$ cat src/rtl/serial_pattern_recognizer.sv
`default_nettype none
// ============================================================================
// serial_pattern_recognizer - masked serial pattern matcher with overlap mode.
// Optional saturating match counter is built when SPR_MATCH_COUNT_EN is defined.
// Revision: 1.0
// ============================================================================
module serial_pattern_recognizer #(
  parameter int PAT_W = 4,
  parameter int CNT_W = 8
) (
  input  logic             clock,
  input  logic             reset,
  input  logic             linea,
  input  logic             linea_valid,
  input  logic             enable,
  input  logic             cfg_load,
  input  logic [PAT_W-1:0] cfg_pattern,
  input  logic [PAT_W-1:0] cfg_mask,
  input  logic             cfg_overlap,
  output logic             u,
  output logic             busy,
  output logic [PAT_W-1:0] window,
  output logic [CNT_W-1:0] match_count
);

  localparam int FW = $clog2(PAT_W + 1);

  typedef enum logic [1:0] {
    IDLE = 2'd0,
    FILL = 2'd1,
    HUNT = 2'd2
  } state_t;

  state_t           state;
  logic [FW-1:0]    fill_cnt;
  logic [PAT_W-1:0] pattern;
  logic [PAT_W-1:0] mask;
  logic             overlap;

  logic [PAT_W-1:0] nxt;
  logic             accept;
  logic             full;
  logic             hit;

  // A bit is evaluated only once the window holds PAT_W fresh bits.
  always_comb begin
    nxt    = {window[PAT_W-2:0], linea};
    accept = enable && !cfg_load && linea_valid && (state != IDLE);
    full   = (state == HUNT) || (fill_cnt == FW'(PAT_W - 1));
    hit    = accept && full && (((nxt ^ pattern) & mask) == '0);
  end

  always_ff @(posedge clock) begin
    if (reset) begin
      state    <= IDLE;
      window   <= '0;
      fill_cnt <= '0;
      u        <= 1'b0;
      busy     <= 1'b0;
      pattern  <= '0;
      mask     <= '1;
      overlap  <= 1'b1;
    end else if (cfg_load) begin
      pattern  <= cfg_pattern;
      mask     <= cfg_mask;
      overlap  <= cfg_overlap;
      state    <= IDLE;
      window   <= '0;
      fill_cnt <= '0;
      u        <= 1'b0;
      busy     <= 1'b0;
    end else if (!enable) begin
      state    <= IDLE;
      window   <= '0;
      fill_cnt <= '0;
      u        <= 1'b0;
      busy     <= 1'b0;
    end else begin
      u <= hit;
      case (state)
        IDLE: begin
          state <= FILL;
          busy  <= 1'b1;
        end
        FILL: begin
          if (linea_valid) begin
            window <= nxt;
            if (full) begin
              fill_cnt <= '0;
              state    <= (hit && !overlap) ? FILL : HUNT;
            end else begin
              fill_cnt <= fill_cnt + 1'b1;
            end
          end
        end
        HUNT: begin
          if (linea_valid) begin
            window <= nxt;
            // Non-overlapping mode restarts the fill after each match.
            if (hit && !overlap) begin
              state    <= FILL;
              fill_cnt <= '0;
            end
          end
        end
        default: begin
          state <= IDLE;
          busy  <= 1'b0;
        end
      endcase
    end
  end

`ifdef SPR_MATCH_COUNT_EN
  logic [CNT_W-1:0] count;

  always_ff @(posedge clock) begin
    if (reset || cfg_load) begin
      count <= '0;
    end else if (hit && (count != '1)) begin
      count <= count + 1'b1;
    end
  end

  assign match_count = count;
`else
  assign match_count = '0;
`endif

endmodule
`default_nettype wire

$ cat config.mk
export PLATFORM = sky130hd
export DESIGN_NAME = serial_pattern_recognizer
export DESIGN_NICKNAME = d
export VERILOG_FILES = /design/src/rtl/serial_pattern_recognizer.sv
export SDC_FILE = /design/constraint.sdc
export NUM_CORES = 1
export LEC_CHECK = 0
export BUFFER_PORTS_ARGS = -buffer_cell sky130_fd_sc_hd__buf_2
export CAP_MARGIN = 10
export CORE_MARGIN = 3
export CORE_UTILIZATION = 45
export CTS_CLUSTER_DIAMETER = 100
export CTS_CLUSTER_SIZE = 8
export DETAILED_ROUTE_END_ITERATION = 8
export PLACE_DENSITY = 0.73
export SLEW_MARGIN = 10
export SYNTH_ARGS = -nofsm -noshare
export SYNTH_HDL_FRONTEND = slang
export SYNTH_SLANG_ARGS = --single-unit
$ cat constraint.sdc
create_clock -name clock -period 1.8 [get_ports clock]
set_input_delay 0.18 -clock clock [delete_from_list [all_inputs] [get_ports clock]]
set_output_delay 0.18 -clock clock [all_outputs]
set_load 0.01 [all_outputs]
Yosys cells after proc, flatten, opt, wreduce, memory -nomap -nowiden
Cells that the tools add are included.
{ "word_totals": {"register_bits": 20, "out_inout_bits": 14, "in_bits": 15} }
{ "op_classes": {"n_reduce_logical": 18, "addsub": 1, "n_eq_ne": 7, "muxes": 12, "bitwise": 3} }
{ "ops": {"columns": ["cell", "n"], "rows": [
  ["3-bit two-way mux", 4],
  ["2-bit two-way mux", 5],
  ["4-bit AND reduction", 2],
  ["1-bit logical AND", 6],
  ["2-bit inequality test, second input constant", 3],
  ["2-bit case mux with 3 select lines", 1],
  ["3-bit case mux with 2 select lines", 1],
  ["4-bit bitwise AND", 1],
  ["4-bit zero test", 1],
  ["2-bit nonzero test", 2],
  ["4-bit bitwise XOR", 1],
  ["3-bit by 1-bit adder with 3-bit output, second input constant", 1],
  ["3-bit by 2-bit == test with 1-bit output, second input constant", 1],
  ["3-bit OR reduction", 1],
  ["2-bit by 1-bit == test with 1-bit output, second input constant", 1],
  ["2-bit == test, second input constant", 1],
  ["1-bit zero test", 2],
  ["2-bit zero test", 1],
  ["2-bit by 1-bit inequality test with 1-bit output, second input constant", 1],
  ["1-bit case mux with 2 select lines", 1],
  ["2-bit AND reduction", 1],
  ["2-bit OR reduction", 1],
  ["1-bit logical OR", 1],
  ["1-bit NOT", 1]
]} }

Longest topological paths before layout
{ "depth": {"ltp_word": 11, "depth_mapped": 8, "ltp_nobuf": 7} }

Worst setup path before layout
OpenSTA, ideal clock, no wires.
{ "synth_path": {"path_type": "reg2reg", "start": "reg state[0]", "end": "reg fill_cnt[1]", "t_required_ps": 1730, "slack_ps": -155, "n_path_buf": 1, "t_arrival_ps": 1884, "path_stages_with_launch": 9, "path_cell_list": "dfxtp_1 > inv_1 > ha_1 > buf_1 > nand2_1 > nor2_1 > a31oi_1 > or4b_1 > a21oi_1"} }
{ "synth_via": {"elab_chain_len": 7} }
{ "synth_lines": {"columns": ["item", "line", "text"], "rows": [
  ["from (decl)", "34", "state_t state;"],
  ["from (signal assigned)", "90", "state <= (hit && !overlap) ? FILL : HUNT;"],
  ["2-bit == test or 2-bit nonzero test (tied branches)", "49, 80, 48", null],
  ["1-bit logical OR or 1-bit logical AND (tied branches)", "49, 48", null],
  ["1-bit logical AND (2 in a row)", "50", "hit = accept && full && (((nxt ^ pattern) & mask) == '0);"],
  ["1-bit logical AND", "100", "if (hit && !overlap) begin"],
  ["2-bit by 1-bit inequality test with 1-bit output (no source line)", null, null],
  ["4-bit AND reduction (no source line)", null, null],
  ["to (signal assigned)", "92", "fill_cnt <= fill_cnt + 1'b1;"],
  ["to (decl)", "35", "logic [FW-1:0] fill_cnt;"]
]} }
Several ways; a longest one is shown, not always the timed one. The select of a mux whose other input is x is not followed.
A chain may end at the register's enable or synchronous reset.

Worst setup path after layout
{ "layout_path": {"start": "reg pattern[3]", "end": "reg fill_cnt[1]"} }
{ "layout_via": {"elab_chain_len": 7} }
{ "layout_lines": {"columns": ["item", "line", "text"], "rows": [
  ["from (decl)", "36", "logic [PAT_W-1:0] pattern;"],
  ["from (signal assigned)", "64", "pattern <= cfg_pattern;"],
  ["4-bit bitwise XOR", "50", null],
  ["4-bit bitwise AND", "50", null],
  ["4-bit zero test", "50", null],
  ["1-bit logical AND", "50", null],
  ["1-bit logical AND", "100", null],
  ["2-bit by 1-bit inequality test with 1-bit output (no source line)", null, null],
  ["4-bit AND reduction (no source line)", null, null]
]} }
Every way passes these cells.

==> impl_metrics.toml <==
[critical_path]
cp.buffers_inverters = 1
crit_required_ns = 2.03
cp.arrival_ns = 2.02
crit_chain = "xor2_1 > a222oi_1 > buf_4 > a31oi_2 > or4b_1 > a21oi_1"
slowest_stage = "or4b_1"
cp-end-kind = "flip-flop"
critPathMaxFanout = 4
cp_top_family = "compound AO/OA/AOI/OAI gates"
r2r_slack_ns = 0.01
crit-reg2reg-launch = "pattern[3]$_SDFFE_PP0P_"
start_kind = "flip-flop"
timing.rr.end = "fill_cnt[1]$_SDFFE_PP0P_"
slowest_delay_ns = 0.47
ff2ff_path_depth = 6
worstSetupPathType = "reg -> reg"

[grt]
grt_max_degree = 15
track_usage_pct = 16.8
gr-total-overflow = 0
grt_pass1_wl_microns = 3540
grt_pass1_vias = 836
antenna_found_initial = 0

[clocking]
cts.sinks = 20
cts_hold_buf = 0
clock_tree.buffer_depth = 2
clk_pin_slew_ns = 0.11
cts_root_buf = "clkbuf_4"
htreeDepth = 1
cts_buffers = 3
clock_latency_ns = 0.30
cts_tree = "built"

[route]
routed_via_density = 5.09
final_antenna_net_count = 0
drt-pass1-iter-count = 4
drtIter0Drc = 12
post-route-drc-count = 0
num_vias = 895
avgRoutedWirePerCell_microns = 12.8
wl_microns = 2260

[final_layout]
fin_cells = 176
fillers = 178
drive_above_1_share_pct = 38.3
finalNetCount = 172
seq_area_sq_um = 404
layout_commonest_cell = "buf_2"
fin_util_pct = 65.3
layout_common_cells = "buf_2 (20), dfxtp_1 (17), buf_4 (17)"
syn2layout_area_growth_pct = 29.9
antenna_cells = 0
multi_input_area_sq_um = 659

[sta]
setup_viol = 0
drv_slew = 0
post-route-min-period_ns = 1.79
timing.hold.ws_ns = 0.0880
fin_crit_sh_pct = 99.4
rsz0062_at_grt = "yes"
timing.setup.tns_ns = 0
skew_ns = 0.00765
hold_viol = 0
max_freq_ghz = 0.559

[power_and_ir_drop]
power_w = 0.000792
power.density_mw_per_mm2 = 583
intPower_w = 0.000595
vdd_drop_max_mv = 0.467
power_frac_seq_pct = 59.2
power_switching_w = 0.000197
leakage_nw = 0.608
combPwrFrac_pct = 15.0
switching_share_pct = 24.9
clock_power_share_pct = 25.8

[floorplan]
die_w_microns = 54.2
core_sq_mm = 0.00208
die_area_sq_mm = 0.00294
initial_utilization_pct = 50.2
die_h_microns = 54.2
io_pins = 29
rows = 16

[logic_synthesis]
postSynthAreaPerCell_sq_um = 9.02
synthCells = 116
synth_cell_types = 31
synth_top_area_share_pct = 38.3
yosysTopAreaCell = "dfxtp_1"
syn_area_sq_mm = 0.00105
synth-seq-cells = 20
synthTopCellsByArea = "dfxtp_1 (38%), ha_1 (7.2%), mux2i_1 (6.7%), buf_4 (5.7%), nor2_1 (4.7%)"
yosysSeqAreaShare_pct = 38.3
synth-warning-count = 0

[min_path]
worstHoldPathType = "in -> reg"
holdPathStages = 2
holdPathEnd = "mask[2]$_SDFFE_PP1P_"
min_from = "cfg_mask[2]"

[placed_design]
port_buffers = 20
dp_hpwl_microns = 1670
placed_cells = 172
place.gp.congestion = 0.746

[outcome]
status = "complete, no violations"

[flow_run]
cap_viol_max_count = 0
[synth_stat cells]
| library cell | number |
|---|---|
| nor2_1 | 13 |
| nand2_1 | 10 |
| a211o_1 | 5 |
| a222oi_1 | 1 |
| buf_1 | 1 |
| inv_1 | 3 |
| nand3_1 | 4 |
| clkbuf_2 | 1 |
| o32a_1 | 1 |
| nor2b_1 | 5 |
| mux2_2 | 1 |
| ha_1 | 6 |
| xor2_1 | 4 |
| buf_4 | 8 |
| a31oi_1 | 1 |
| clkbuf_1 | 3 |
| and2b_1 | 2 |
| nor4_1 | 1 |
| conb_1 | 1 |
| dfxtp_1 | 20 |
| a21oi_1 | 8 |
| a2111oi_4 | 1 |
| o21ai_0 | 1 |
| nor3b_1 | 1 |
| buf_2 | 1 |
| or2_2 | 1 |
| mux2i_1 | 7 |
| or4b_1 | 1 |
| nand2b_1 | 1 |
| o21a_1 | 1 |
| or4_1 | 2 |
[metrics by stage]
stage / area, sq um / worst slack [ns]
after floorplan: 1090 / -0.0296
after global placement: 1250 / -0.0241
after detailed placement: 1250 / -0.101
after CTS: 1330 / -0.0594
after global routing: 1360 / -0.0673
final: 1360 / 0.0113
[flip-flops by register name, summed over array words and instances (netlist names)]
signal / flops
pattern: 4
mask: 4
window: 4
u: 1
fill_cnt: 3
busy: 1
overlap: 1
state: 2
[worst reg2reg max path, delay by kind of cell, from the launching register on]
kind                   cells  cell delay, ns
XOR/XNOR                   1            0.17
flip-flops                 1            0.34
AND/OR/NAND/NOR            1            0.47
AO/OA/AOI/OAI              3            0.57
buffers and inverters      1            0.18
[layout make-up]
type	count	share of cell area, %
Clock buffer	3	1.66
Inverter	3	0.829
Multi-Input combinational cell	86	48.5
Sequential cell	20	29.7
Tap cell	27	2.49
Timing Repair Buffer	37	16.8
[kinds of logic (layout without fill, tap and decap cells)]
group	Yosys count	count (layout)	share of synthesized area, %
xor gates and xnor gates	4	4	3.35
adders and majority gates	6	6	7.18
muxes	8	8	7.78
AOI/OAI and AO/OA	19	19	14.4
DFF	20	20	38.3
other	1	8	0.359
buffers and inverters	17	43	9.21
and+or+nand+nor	41	41	19.5
[power by group through the flow]
stage	Clock (W)	Sequential [W]	Combinational, W
finish	0.000205	0.000469	0.000118
global route	0.000228	0.000471	0.000131
CTS	0.000215	0.000469	0.000114
floorplan	0	0.000476	0.0000812
detailed placement	0	0.000478	0.000112
global placement	0	0.000477	0.000108
[timing repair]
| item | 4_1_cts | 5_1_grt |
|---|---|---|
| pin swaps | 6 | 2 |
| setup buffers | 1 | 0 |
| resized for setup | 10 | 7 |
| endpoints found under the setup margin | 4 | 4 |
[layer usage]
layer	GRT usage [%]	vias to the layer above	part of all wire, %
li1	-	445	-
met1	20.2	420	45
met2	29.1	26	48
met3	5.99	4	6.1
met4	2.90	0	1.1
met5	0	-	0
[worst max path at each step]
stage	startpoint	endpoint	cells after the start
4_1_cts	fill_cnt[0]$_SDFFE_PP0P_	fill_cnt[1]$_SDFFE_PP0P_	7
5_1_grt	fill_cnt[0]$_SDFFE_PP0P_	fill_cnt[1]$_SDFFE_PP0P_	7
3_5_place_dp	fill_cnt[0]$_SDFFE_PP0P_	fill_cnt[1]$_SDFFE_PP0P_	7
3_3_place_gp	fill_cnt[0]$_SDFFE_PP0P_	fill_cnt[1]$_SDFFE_PP0P_	7
2_1_floorplan	state[0]$_SDFFE_PP0P_	fill_cnt[1]$_SDFFE_PP0P_	8
6_report	pattern[3]$_SDFFE_PP0P_	fill_cnt[1]$_SDFFE_PP0P_	6
(Power assumes the default switching activity.)
